--- config.mk ---
export PLATFORM = sky130hd
export DESIGN_NAME = pocket_sequencer_flat
export DESIGN_NICKNAME = d
export VERILOG_FILES = /design/src/rtl/pocket_sequencer_if.sv /design/src/rtl/pocket_sequencer.sv /design/src/flat_wrapper.sv
export SDC_FILE = /design/constraint.sdc
export NUM_CORES = 1
export LEC_CHECK = 0
export CAP_MARGIN = 25
export CORE_ASPECT_RATIO = 1.75
export CORE_MARGIN = 8
export CORE_UTILIZATION = 50
export DETAILED_ROUTE_END_ITERATION = 6
export HOLD_SLACK_MARGIN = 0.05
export PLACE_DENSITY = 0.73
export SLEW_MARGIN = 20
export SYNTH_ARGS = -nofsm -noshare
export SYNTH_HDL_FRONTEND = slang
export SYNTH_SLANG_ARGS = --single-unit
--- constraint.sdc ---
create_clock -name clk -period 1.75 [get_ports clk]
set_input_delay 0.525 -clock clk [delete_from_list [all_inputs] [get_ports clk]]
set_output_delay 0.525 -clock clk [all_outputs]
set_load 0.005 [all_outputs]
--- src/rtl/pocket_sequencer_if.sv ---
// Bus between the pocket sequencer and the rest of the video pipeline.
// The master side drives the frame pulse, the draw requests and newGame.
// The slave side returns the visibility gates, hole highlights, respawn
// pulses and the game counters.
interface pocket_sequencer_if;
    logic       startOfFrame;
    logic [5:0] holeDR;
    logic       whiteBallDR;
    logic       redBallDR;
    logic       newGame;
    logic       whiteVisible;
    logic       redVisible;
    logic [5:0] holeHighlight;
    logic       freezeMotion;
    logic       whiteRespawn;
    logic       redRespawn;
    logic [3:0] score;
    logic [3:0] foulCount;
    logic       gameOver;

    modport master (
        output startOfFrame, holeDR, whiteBallDR, redBallDR, newGame,
        input  whiteVisible, redVisible, holeHighlight, freezeMotion,
               whiteRespawn, redRespawn, score, foulCount, gameOver
    );

    modport slave (
        input  startOfFrame, holeDR, whiteBallDR, redBallDR, newGame,
        output whiteVisible, redVisible, holeHighlight, freezeMotion,
               whiteRespawn, redRespawn, score, foulCount, gameOver
    );
endinterface

--- src/rtl/pocket_sequencer.sv ---
// Game-flow controller for the pool table.
// It detects a ball falling into a pocket from the overlap of the hole and
// ball draw requests. It then freezes physics, blinks the sunk ball and
// lights the capturing hole. Afterwards it scores or counts a foul,
// respawns the ball, and ends the game once enough reds have been potted.
module pocket_sequencer #(
    parameter int SINK_FRAMES    = 32,
    parameter int BLINK_FRAMES   = 4,
    parameter int RESPAWN_FRAMES = 16,
    parameter int WIN_SCORE      = 5
) (
    input  logic              clk,
    input  logic              reset,
    pocket_sequencer_if.slave bus
);
    typedef enum logic [1:0] {PLAY, SINK, RESPAWN, OVER} state_t;

    localparam logic [7:0] SINK_LAST    = 8'(SINK_FRAMES - 1);
    localparam logic [7:0] BLINK_LAST   = 8'(BLINK_FRAMES - 1);
    localparam logic [7:0] RESPAWN_LAST = 8'(RESPAWN_FRAMES - 1);
    localparam logic [3:0] WIN          = 4'(WIN_SCORE);

    state_t     state;
    logic [7:0] cnt;
    // blinkCnt/blinkPhase track (cnt / BLINK_FRAMES) without a divider
    logic [7:0] blinkCnt;
    logic       blinkPhase;
    logic       whiteHit, redHit;
    logic [5:0] hitHoles;
    logic       sinkWhite, sinkRed;

    logic       whiteVisible, redVisible, freezeMotion, gameOver;
    logic       whiteRespawn, redRespawn;
    logic [5:0] holeHighlight;
    logic [3:0] score, foulCount;

    logic       wHitNow, rHitNow, anyHitNow, phaseNext;
    logic [3:0] scoreInc, foulInc;

    assign wHitNow   = bus.whiteBallDR & whiteVisible & (|bus.holeDR);
    assign rHitNow   = bus.redBallDR & redVisible & (|bus.holeDR);
    assign anyHitNow = wHitNow | rHitNow;
    assign phaseNext = blinkPhase ^ (blinkCnt == BLINK_LAST);
    assign scoreInc  = (score == 4'hF) ? score : score + 4'd1;
    assign foulInc   = (foulCount == 4'hF) ? foulCount : foulCount + 4'd1;

    assign bus.whiteVisible  = whiteVisible;
    assign bus.redVisible    = redVisible;
    assign bus.holeHighlight = holeHighlight;
    assign bus.freezeMotion  = freezeMotion;
    assign bus.whiteRespawn  = whiteRespawn;
    assign bus.redRespawn    = redRespawn;
    assign bus.score         = score;
    assign bus.foulCount     = foulCount;
    assign bus.gameOver      = gameOver;

    // Game-flow FSM with all outputs registered
    always_ff @(posedge clk) begin
        if (reset) begin
            state         <= PLAY;
            cnt           <= 8'd0;
            blinkCnt      <= 8'd0;
            blinkPhase    <= 1'b0;
            whiteHit      <= 1'b0;
            redHit        <= 1'b0;
            hitHoles      <= 6'd0;
            sinkWhite     <= 1'b0;
            sinkRed       <= 1'b0;
            whiteVisible  <= 1'b1;
            redVisible    <= 1'b1;
            holeHighlight <= 6'd0;
            freezeMotion  <= 1'b0;
            whiteRespawn  <= 1'b0;
            redRespawn    <= 1'b0;
            score         <= 4'd0;
            foulCount     <= 4'd0;
            gameOver      <= 1'b0;
        end else begin
            whiteRespawn <= 1'b0;
            redRespawn   <= 1'b0;
            case (state)
                PLAY: begin
                    if (bus.startOfFrame) begin
                        if (whiteHit | redHit) begin
                            sinkWhite     <= whiteHit;
                            sinkRed       <= redHit;
                            holeHighlight <= hitHoles;
                            freezeMotion  <= 1'b1;
                            cnt           <= 8'd0;
                            blinkCnt      <= 8'd0;
                            blinkPhase    <= 1'b0;
                            whiteHit      <= 1'b0;
                            redHit        <= 1'b0;
                            hitHoles      <= 6'd0;
                            state         <= SINK;
                        end else begin
                            // a hit on the frame pulse opens the next frame's accumulation
                            whiteHit <= wHitNow;
                            redHit   <= rHitNow;
                            hitHoles <= anyHitNow ? bus.holeDR : 6'd0;
                        end
                    end else begin
                        whiteHit <= whiteHit | wHitNow;
                        redHit   <= redHit | rHitNow;
                        if (anyHitNow)
                            hitHoles <= hitHoles | bus.holeDR;
                    end
                end
                SINK: begin
                    if (bus.startOfFrame) begin
                        if (cnt == SINK_LAST) begin
                            if (sinkWhite) begin
                                foulCount    <= foulInc;
                                whiteVisible <= 1'b0;
                            end
                            if (sinkRed) begin
                                score      <= scoreInc;
                                redVisible <= 1'b0;
                            end
                            holeHighlight <= 6'd0;
                            cnt           <= 8'd0;
                            if (sinkRed && scoreInc >= WIN) begin
                                whiteVisible <= 1'b0;
                                redVisible   <= 1'b0;
                                gameOver     <= 1'b1;
                                state        <= OVER;
                            end else begin
                                state <= RESPAWN;
                            end
                        end else begin
                            cnt        <= cnt + 8'd1;
                            blinkCnt   <= (blinkCnt == BLINK_LAST) ? 8'd0 : blinkCnt + 8'd1;
                            blinkPhase <= phaseNext;
                            if (sinkWhite)
                                whiteVisible <= ~phaseNext;
                            if (sinkRed)
                                redVisible <= ~phaseNext;
                        end
                    end
                end
                RESPAWN: begin
                    if (bus.startOfFrame) begin
                        if (cnt == RESPAWN_LAST) begin
                            whiteRespawn <= sinkWhite;
                            redRespawn   <= sinkRed;
                            whiteVisible <= 1'b1;
                            redVisible   <= 1'b1;
                            freezeMotion <= 1'b0;
                            cnt          <= 8'd0;
                            state        <= PLAY;
                        end else begin
                            cnt <= cnt + 8'd1;
                        end
                    end
                end
                OVER: begin
                    if (bus.newGame) begin
                        score        <= 4'd0;
                        foulCount    <= 4'd0;
                        whiteRespawn <= 1'b1;
                        redRespawn   <= 1'b1;
                        whiteVisible <= 1'b1;
                        redVisible   <= 1'b1;
                        freezeMotion <= 1'b0;
                        gameOver     <= 1'b0;
                        whiteHit     <= 1'b0;
                        redHit       <= 1'b0;
                        hitHoles     <= 6'd0;
                        state        <= PLAY;
                    end
                end
                default: state <= PLAY;
            endcase
        end
    end
endmodule

--- src/flat_wrapper.sv ---
// flat-port wrapper written by rule: the top's interface ports become plain ports
module pocket_sequencer_flat 
#(
    parameter int SINK_FRAMES    = 32,
    parameter int BLINK_FRAMES   = 4,
    parameter int RESPAWN_FRAMES = 16,
    parameter int WIN_SCORE      = 5
)
  (clk, reset, bus_startOfFrame, bus_holeDR, bus_whiteBallDR, bus_redBallDR, bus_newGame, bus_whiteVisible, bus_redVisible, bus_holeHighlight, bus_freezeMotion, bus_whiteRespawn, bus_redRespawn, bus_score, bus_foulCount, bus_gameOver);
  pocket_sequencer_if bus_i ();
  input  logic clk;
  input  logic reset;
  input wire logic [$bits(bus_i.startOfFrame)-1:0] bus_startOfFrame;
  input wire logic [$bits(bus_i.holeDR)-1:0] bus_holeDR;
  input wire logic [$bits(bus_i.whiteBallDR)-1:0] bus_whiteBallDR;
  input wire logic [$bits(bus_i.redBallDR)-1:0] bus_redBallDR;
  input wire logic [$bits(bus_i.newGame)-1:0] bus_newGame;
  output wire logic [$bits(bus_i.whiteVisible)-1:0] bus_whiteVisible;
  output wire logic [$bits(bus_i.redVisible)-1:0] bus_redVisible;
  output wire logic [$bits(bus_i.holeHighlight)-1:0] bus_holeHighlight;
  output wire logic [$bits(bus_i.freezeMotion)-1:0] bus_freezeMotion;
  output wire logic [$bits(bus_i.whiteRespawn)-1:0] bus_whiteRespawn;
  output wire logic [$bits(bus_i.redRespawn)-1:0] bus_redRespawn;
  output wire logic [$bits(bus_i.score)-1:0] bus_score;
  output wire logic [$bits(bus_i.foulCount)-1:0] bus_foulCount;
  output wire logic [$bits(bus_i.gameOver)-1:0] bus_gameOver;
  assign bus_i.startOfFrame = bus_startOfFrame;
  assign bus_i.holeDR = bus_holeDR;
  assign bus_i.whiteBallDR = bus_whiteBallDR;
  assign bus_i.redBallDR = bus_redBallDR;
  assign bus_i.newGame = bus_newGame;
  assign bus_whiteVisible = bus_i.whiteVisible;
  assign bus_redVisible = bus_i.redVisible;
  assign bus_holeHighlight = bus_i.holeHighlight;
  assign bus_freezeMotion = bus_i.freezeMotion;
  assign bus_whiteRespawn = bus_i.whiteRespawn;
  assign bus_redRespawn = bus_i.redRespawn;
  assign bus_score = bus_i.score;
  assign bus_foulCount = bus_i.foulCount;
  assign bus_gameOver = bus_i.gameOver;
  pocket_sequencer #(.SINK_FRAMES(SINK_FRAMES), .BLINK_FRAMES(BLINK_FRAMES), .RESPAWN_FRAMES(RESPAWN_FRAMES), .WIN_SCORE(WIN_SCORE)) u_core (.clk(clk), .reset(reset), .bus(bus_i));
endmodule
==> results.md, run 1 <==
- The run finished, with violations left.
- The checks that failed: setup timing.
- The path class of the tightest hold or removal check is flip-flop to flip-flop.
- The cell area after layout is 3980 um2.
- The count of antenna-violating nets left after detailed routing is 0.
- Once routing completed, OpenROAD measured the worst setup slack at -0.1185 ns.
- Of the total power, the share spent switching nets is 0.3891.
- The final routed wirelength across all metal layers is 8669 um.
- Counting every net in the synthesized netlist gives 336.
- Across the VDD grid, the largest voltage drop is 0.0009818 V.
- The wire length of the first global-routing pass is 12,820 um.
- The most used flip-flop cell after synthesis is sky130_fd_sc_hd__dfxtp_1.
- At the worst endpoint, the arrival time is 2.10 ns.
- The clock sink count is 49.
- Each instance of the synthesized netlist takes up on average 8.180 um2.
- Of the synthesized area, sequential elements account for 0.3795.
- The worst-skew pair later-pin latency is 0.31 ns.
- The master cell of the clock root buffer is sky130_fd_sc_hd__clkbuf_8.
- The total number of vias is 2,905.
- The number of H-tree levels is 2.
- The cell total after placement is 450.
- In this design, the stage delay of the slowest critical-path cell is 0.41 ns.
- The residual DRC count is 0.
- The final weighted congestion in routability-driven placement is 0.8984.
- Detailed placement finished with a half-perimeter wire length of 5727 um.
- The library cell contributing the largest single delay on the critical path is sky130_fd_sc_hd__or3_4.
- The area of the core region is 4977 um2.
- The largest total area in the synthesized netlist belongs to sky130_fd_sc_hd__dfxtp_1.
- The portion of netlist area occupied by mux cells is 0.02759.
- The buffering stage count on the worst path with inverters included is 1.
- Row generation in the floorplan step produced 34 rows.
- Global routing finished with a remaining overflow of 0.
- The clock transition time at the flip-flop clock pins of the worst setup and hold paths is 0.09 ns.
- After filler insertion, the fill cell instance count of the layout stands at 324.
- The post-route clock period utilization is 1.068.
- Entering global routing, the biggest net connects 27 pins.
- The internal portion of the total power is 2.696 mW.
- The net switching power figure is 1.717 mW.
- The power share of the combinational group is 0.544.
- Of the total power, the clock network draws 0.152.
- The dominant combinational cell family by area after synthesis is simple AND/OR/NAND/NOR gates.
- Of the total synthesized cell area, the portion taken by full adders, half adders and majority gates is 0.03872.
- The number of antenna violations at the first check in global routing is 0.
- The element type at the critical path end is a flip-flop.
- The critical path data required time is 1.98 ns.
- The x dimension of the die is 70.36 um.
- For the finished layout, the period the worst path requires is 1.868 ns.
- The number of synthesized flops with an enable pin is 0.
- The number of hold violations in the final report is 0.
- Synthesis inferred 49 register bits.
- The pre-antenna-repair detailed-routing pass consisted of 5 iterations.
- The area share of and/or/nand/nor cells after synthesis is 0.2672.
- The first routing iteration left 162 violations.
- In this run the worst path has a maximum fanout of 8.
- After detailed routing, the average wire length per cell comes to 18.52 um.
- Based on the critical path, the design can be clocked at up to 535.2 MHz.
- Yosys printed 0 warnings.
- The design draws 4.412 mW.
- Once layout is complete, the cells apart from fillers number 468.
- Input and output buffers added on the ports amount to 31.
- In the global route stage, overall resource usage came out at 0.1949.
- The number of antenna diodes in the final layout is 0.
- Summing all placed instances gives a cell area of 3486 um2.
- TritonCTS built the clock tree.
- The starting density of the core is 0.5194.
- Of the cells placed in the final design, the portion with a size suffix greater than 1 is 0.3841.
- The pin slew with the least headroom to its limit is 0.3998 ns.
- The clock passes through at most 2 buffers.
- Setup repair after global routing could not meet its margin everywhere.
- The post-synthesis instance area is 2585 um2.
- In the synthesized netlist, the cells that appear most often are sky130_fd_sc_hd__dfxtp_1, sky130_fd_sc_hd__nor2_1, sky130_fd_sc_hd__nand2_1.
- The boundary pin count is 32.
- The relative contribution of sequential cells to total power is 0.304.
- The post-synthesis async set-or-reset flop share is 0.
- Across the routed clock network, the largest skew measured is 0.01068 ns.
- TritonCTS created 5 clock buffers.
- The kind of start point of the critical path is a flip-flop.
- The via density per instance is 6.207.
- The family with the most delay on the worst path is simple AND/OR/NAND/NOR gates.
- The via count of the first global-routing pass is 2,834.
- The die span in y is 111.1 um.
- The synthesized netlist cell count is 316.
- Walking the worst path, the cells encountered are inv_4 -> ha_4 -> nor2b_4 -> or3_4 -> a221o_1 -> o41ai_2 -> mux2i_1.
- The worst slew margin relative to its limit is 0.7323.
- In the final design database the tool counted 433 nets.
- The xor-xnor portion of the synthesized cell area is 0.
- The tightest hold path in the finished design has a slack of 0.5037 ns.
- The critical path class is flip-flop to flip-flop.
- The final setup violation count is 12.
- The floorplan step defined a die boundary enclosing 7818 um2.
- The most frequent cell after synthesis is sky130_fd_sc_hd__dfxtp_1.
- Max-cap violations in this run came to 0.
- The standby leakage power is 1.555 nW.
- The area added between synthesis and finish is 53.97%.
- In the post-synthesis netlist, the biggest area contributors are sky130_fd_sc_hd__dfxtp_1, sky130_fd_sc_hd__nor2_1, sky130_fd_sc_hd__a21oi_1.
- The max-slew violation count is 0.
- Of the post-synthesis cell area, the dominant cell type holds 0.3795.
- The synthesized-area fraction occupied by ao, oa, aoi and oai cells is 0.2488.
- The number of library cell types mapped by synthesis is 60.
- The power density relative to cell area is 1109 nW/um2.
power by group through the flow:
stage	clock network (mW)	logic, mW	registers [mW]
3_5_place_dp	0	1.85	1.36
4_1_cts	0.681	2.00	1.34
6_report	0.670	2.40	1.34
5_1_grt	0.712	2.56	1.35
2_1_floorplan	0	1.21	1.35
3_3_place_gp	0	1.82	1.36
kinds of logic after synthesis:
| kind of cell | Yosys count |
|---|---|
| and+or+nand+nor | 137 |
| adders and majority gates | 8 |
| DFF | 49 |
| muxes | 7 |
| buffers and inverters | 24 |
| AOI/OAI and AO/OA | 91 |
per-stage QoR:
| stage | setup TNS, ns | util | worst slack (ns) |
|---|---|---|---|
| floorplan | -0.09135 | - | -0.03542 |
| global placement | -20.67 | 0.7004 | -0.5512 |
| detailed placement | -22.36 | 0.7004 | -0.6158 |
| CTS | -0.5898 | 0.7476 | -0.05255 |
| global route | -2.341 | 0.7996 | -0.1571 |
| finish | -0.5668 | 0.7996 | -0.1185 |
sequential cells by signal (all words and copies together), names as in the netlist:
name                      count
u_core.blinkCnt               8
u_core.cnt                    8
u_core.bus.whiteRespawn       1
u_core.bus.foulCount          4
u_core.sinkRed                1
u_core.bus.gameOver           1
u_core.redHit                 1
u_core.bus.redRespawn         1
u_core.sinkWhite              1
u_core.bus.score              4
u_core.bus.whiteVisible       1
u_core.hitHoles               6
u_core.whiteHit               1
u_core.bus.redVisible         1
u_core.blinkPhase             1
u_core.bus.holeHighlight      6
u_core.state                  2
u_core.bus.freezeMotion       1
cell type report:
class	count	area, um2	area share
multi-input combinational	243	1874	0.4709
sequential	49	1017	0.2556
timing repair buffer	105	897.1	0.2254
clock buffer	7	76.32	0.01918
tap	54	67.56	0.01698
inverter	9	41.29	0.01037
clock inverter	1	6.256	0.001572
routing by layer:
layer	vias up	wire, um	GRT usage
li1	1366	-	-
met2	97	4896	0.3629
met4	0	335	0.09973
met3	35	393	0.03674
met1	1407	3042	0.1941
met5	-	0	0
what timing repair did:
action,in CTS,in global routing
endpoints found under the setup margin,53,45
endpoints found under the hold margin,0,0
buffers inserted,3,7
hold buffers,0,0
pin swaps,19,31
gates resized for setup,43,49
cell usage in the layout, fill, tap and decap left out, drive strengths merged, types with 10 or more instances in the layout:
cell type | netlist | final
a21oi | 22 | 22
buf | 7 | 74
clkdlybuf4s50 | 0 | 21
dfxtp | 49 | 49
inv | 8 | 10
nand2 | 28 | 28
nand3 | 17 | 17
nor2 | 44 | 44
nor3 | 14 | 14
o21ai | 13 | 13
path summary, 6_finish.rpt:
check	startpoint	endpoint	slack, ns	cells after the start
max reg2reg	u_core.state[1]	u_core.bus.whiteVisible	-0.12	7
min	u_core.hitHoles[3]	u_core.hitHoles[3]	0.50	1
max	u_core.state[1]	u_core.bus.whiteVisible	-0.12	7
min reg2reg	u_core.hitHoles[3]	u_core.hitHoles[3]	0.50	1
(Power assumes the default switching activity.)
==> run 2, diff against run 1 <==
--- a/config.mk
+++ b/config.mk
@@ -10,8 +10,9 @@
 export CORE_MARGIN = 8
 export CORE_UTILIZATION = 50
 export DETAILED_ROUTE_END_ITERATION = 6
+export DONT_BUFFER_PORTS = 1
 export HOLD_SLACK_MARGIN = 0.05
-export PLACE_DENSITY = 0.73
+export PLACE_DENSITY = 0.62
 export SLEW_MARGIN = 20
 export SYNTH_ARGS = -nofsm -noshare
 export SYNTH_HDL_FRONTEND = slang
==> constraint.sdc (replaced) <==
create_clock -name clk -period 2.3 [get_ports clk]
set_input_delay 0.69 -clock clk [delete_from_list [all_inputs] [get_ports clk]]
set_output_delay 0.69 -clock clk [all_outputs]
set_load 0.005 [all_outputs]
==> results.md, run 2 (synthesized netlist as in run 1, its figures left out) <==
- The startpoint of the worst-slack reg-to-reg timing path is u_core.bus.score[0].
- The area added between synthesis and finish is 9.438%.
- Timing would allow up to 477.5 MHz.
- Setup repair after global routing left no endpoint under its margin.
- The library cells used most frequently in the layout, excluding fill and tap cells, are sky130_fd_sc_hd__dfxtp_1, sky130_fd_sc_hd__nor2_1, sky130_fd_sc_hd__nand2_1, sky130_fd_sc_hd__a21oi_1.
- On the final layout, the worst hold slack is 0.4304 ns.
- The post-route clock period utilization is 0.9105.
- The worst path arrival time is 2.34 ns.
- Summed over all layers, the global routing overflow is 0.
- The boundary pin count is 32.
- The power density relative to cell area is 914.9 nW/um2.
- The worst-case IR drop observed on VDD is 0.0006744 V.
- The floorplan step defined a core boundary enclosing 4977 um2.
- The max-slew violation count is 0.
- The total of cells resized after clock tree synthesis is 0.
- The number of placement rows is 34.
- The number of hold violations in the final report is 0.
- The length in cells of the worst reg-to-reg path is 6.
- STA classifies the critical path endpoint as a flip-flop.
- The first TritonRoute pass finished after 4 iterations.
- The cell sitting at the root of the clock tree is a sky130_fd_sc_hd__clkbuf_8.
- Clock latency on the worst-skew pair, taken at its later pin, is 0.31 ns.
- The floorplan step set the die height to 111.1 um.
- The detail route stage leaves a number of antenna-violating nets equal to 0.
- The clock passes through at most 2 buffers.
- STA classifies the critical path startpoint as a flip-flop.
- CTS built an H-tree with a depth of 2.
- The beginning of the worst hold path is reset.
- The initial utilization of the core area, before any placement, comes to 0.5194.
- Setup violations remaining at the end of the flow were counted as 0.
- The largest net degree at the start of global routing is 44.
- Of the cells placed in the final design, the portion with a size suffix greater than 1 is 0.1227.
- The buffers inserted during post-CTS setup optimization is 0.
- The critical path class is flip-flop to flip-flop.
- The post-detailed-route wirelength per cell is 17.46 um.
- The instance count along the most critical hold path is 1.
- The wire length of the first global-routing pass is 11,420 um.
- The largest registers in the layout are u_core.blinkCnt x8, u_core.cnt x8.
- Summed over all cells, the static leakage comes to 1.012 nW.
- The HPWL after detailed placement is 4959 um.
- The clock transition time at the flip-flop clock pins of the worst setup and hold paths is 0.10 ns.
- The max-capacitance violation count is 0.
- After detailed routing, the total wire length is 6635 um.
- The largest fanout on the critical path is 7.
- Across the routed clock network, the largest skew measured is 0.01045 ns.
- The number of antenna diodes in the final layout is 0.
- In the final design database the tool counted 345 nets.
- Total power for the finished layout comes to 2.588 mW.
- The worst slew margin relative to its limit is 0.5152.
- The worst hold path belongs to the class input port to flip-flop.
- The via count of the first global-routing pass came to 2,355.
- Hold repair after CTS inserted 0 buffers.
- The flow ran to the end, and the final reports show no timing, DRC or antenna violations.
- The die is 70.36 um wide.
- The most critical setup path has its startpoint at u_core.bus.score[0].
- Leaving out fill and tap cells, the most frequent cell in the layout is sky130_fd_sc_hd__dfxtp_1.
- The slack of the worst reg-to-reg path is 0.21 ns.
- The number of antenna violations at the first check in global routing was 0.
- The count of buffers from port buffering is 0.
- The residual DRC count is 0.
- The starting DRC count in detailed routing is 117.
- The aggregate global-route resource usage is 0.1741.
- The pin slew with the least headroom to its limit is 0.7217 ns.
- For the worst setup path, the data required time is 2.55 ns.
- TritonCTS created 5 clock buffers.
- At the end of routability-driven placement, the weighted congestion stood at 0.8422.
- The die covers 7818 um2.
- Adding up every negative setup slack in the final design gives 0 ns.
- TritonCTS built the clock tree.
- For this block, the via count after detailed routing is 2,384.
- In the routed layout, each cell is associated on average with a via count of 6.274.
- The clock sink count is 49.
- The clock period could shrink to 2.094 ns.
-- run 2: cell type report --
cell class | count | area, um2
fill | 481 | 2148
multi-input combinational | 243 | 1525
sequential | 49 | 980.9
timing repair buffer | 17 | 127.6
clock buffer | 5 | 68.82
tap | 54 | 67.56
inverter | 9 | 33.78
clock inverter | 3 | 25.02
-- run 2: metrics by stage --
step / area [um2] / instances / utilization / setup WS (ns)
5_1_grt: 2829 / 380 / 0.5684 / 0.06375
2_1_floorplan: 2585 / 316 / - / 0.3705
3_5_place_dp: 2715 / 372 / 0.5455 / 0.1226
3_3_place_gp: 2715 / 372 / 0.5455 / 0.1043
4_1_cts: 2809 / 380 / 0.5644 / 0.08851
6_report: 2829 / 380 / 0.5684 / 0.2058
-- run 2: path summary, 6_finish.rpt --
path / to
setup / recovery: u_core.bus.whiteVisible
hold / removal: u_core.cnt[7]
setup reg to reg: u_core.bus.whiteVisible
hold reg to reg: u_core.blinkCnt[1]
-- run 2: metal layers --
layer / wire (um) / track usage
met2: 3534 / 0.3113
met4: 196 / 0.07682
met3: 302 / 0.03853
met5: 0 / 0
met1: 2601 / 0.1862
-- run 2: report_power, final --
part | leakage, nW | internal [mW] | switching (mW)
combinational | 0.570 | 0.420 | 0.629
clock | 0.0452 | 0.222 | 0.314
sequential | 0.397 | 0.938 | 0.0654
total | 1.01 | 1.58 | 1.01
-- run 2: worst max-delay path: stages, from the launching register on --
cell	delay, ns
sky130_fd_sc_hd__dfxtp_1	0.39
sky130_fd_sc_hd__ha_1	0.30
sky130_fd_sc_hd__a21boi_0	0.15
sky130_fd_sc_hd__a221oi_1	0.38
sky130_fd_sc_hd__o211ai_1	0.21
sky130_fd_sc_hd__o41ai_2	0.40
sky130_fd_sc_hd__mux2i_1	0.22
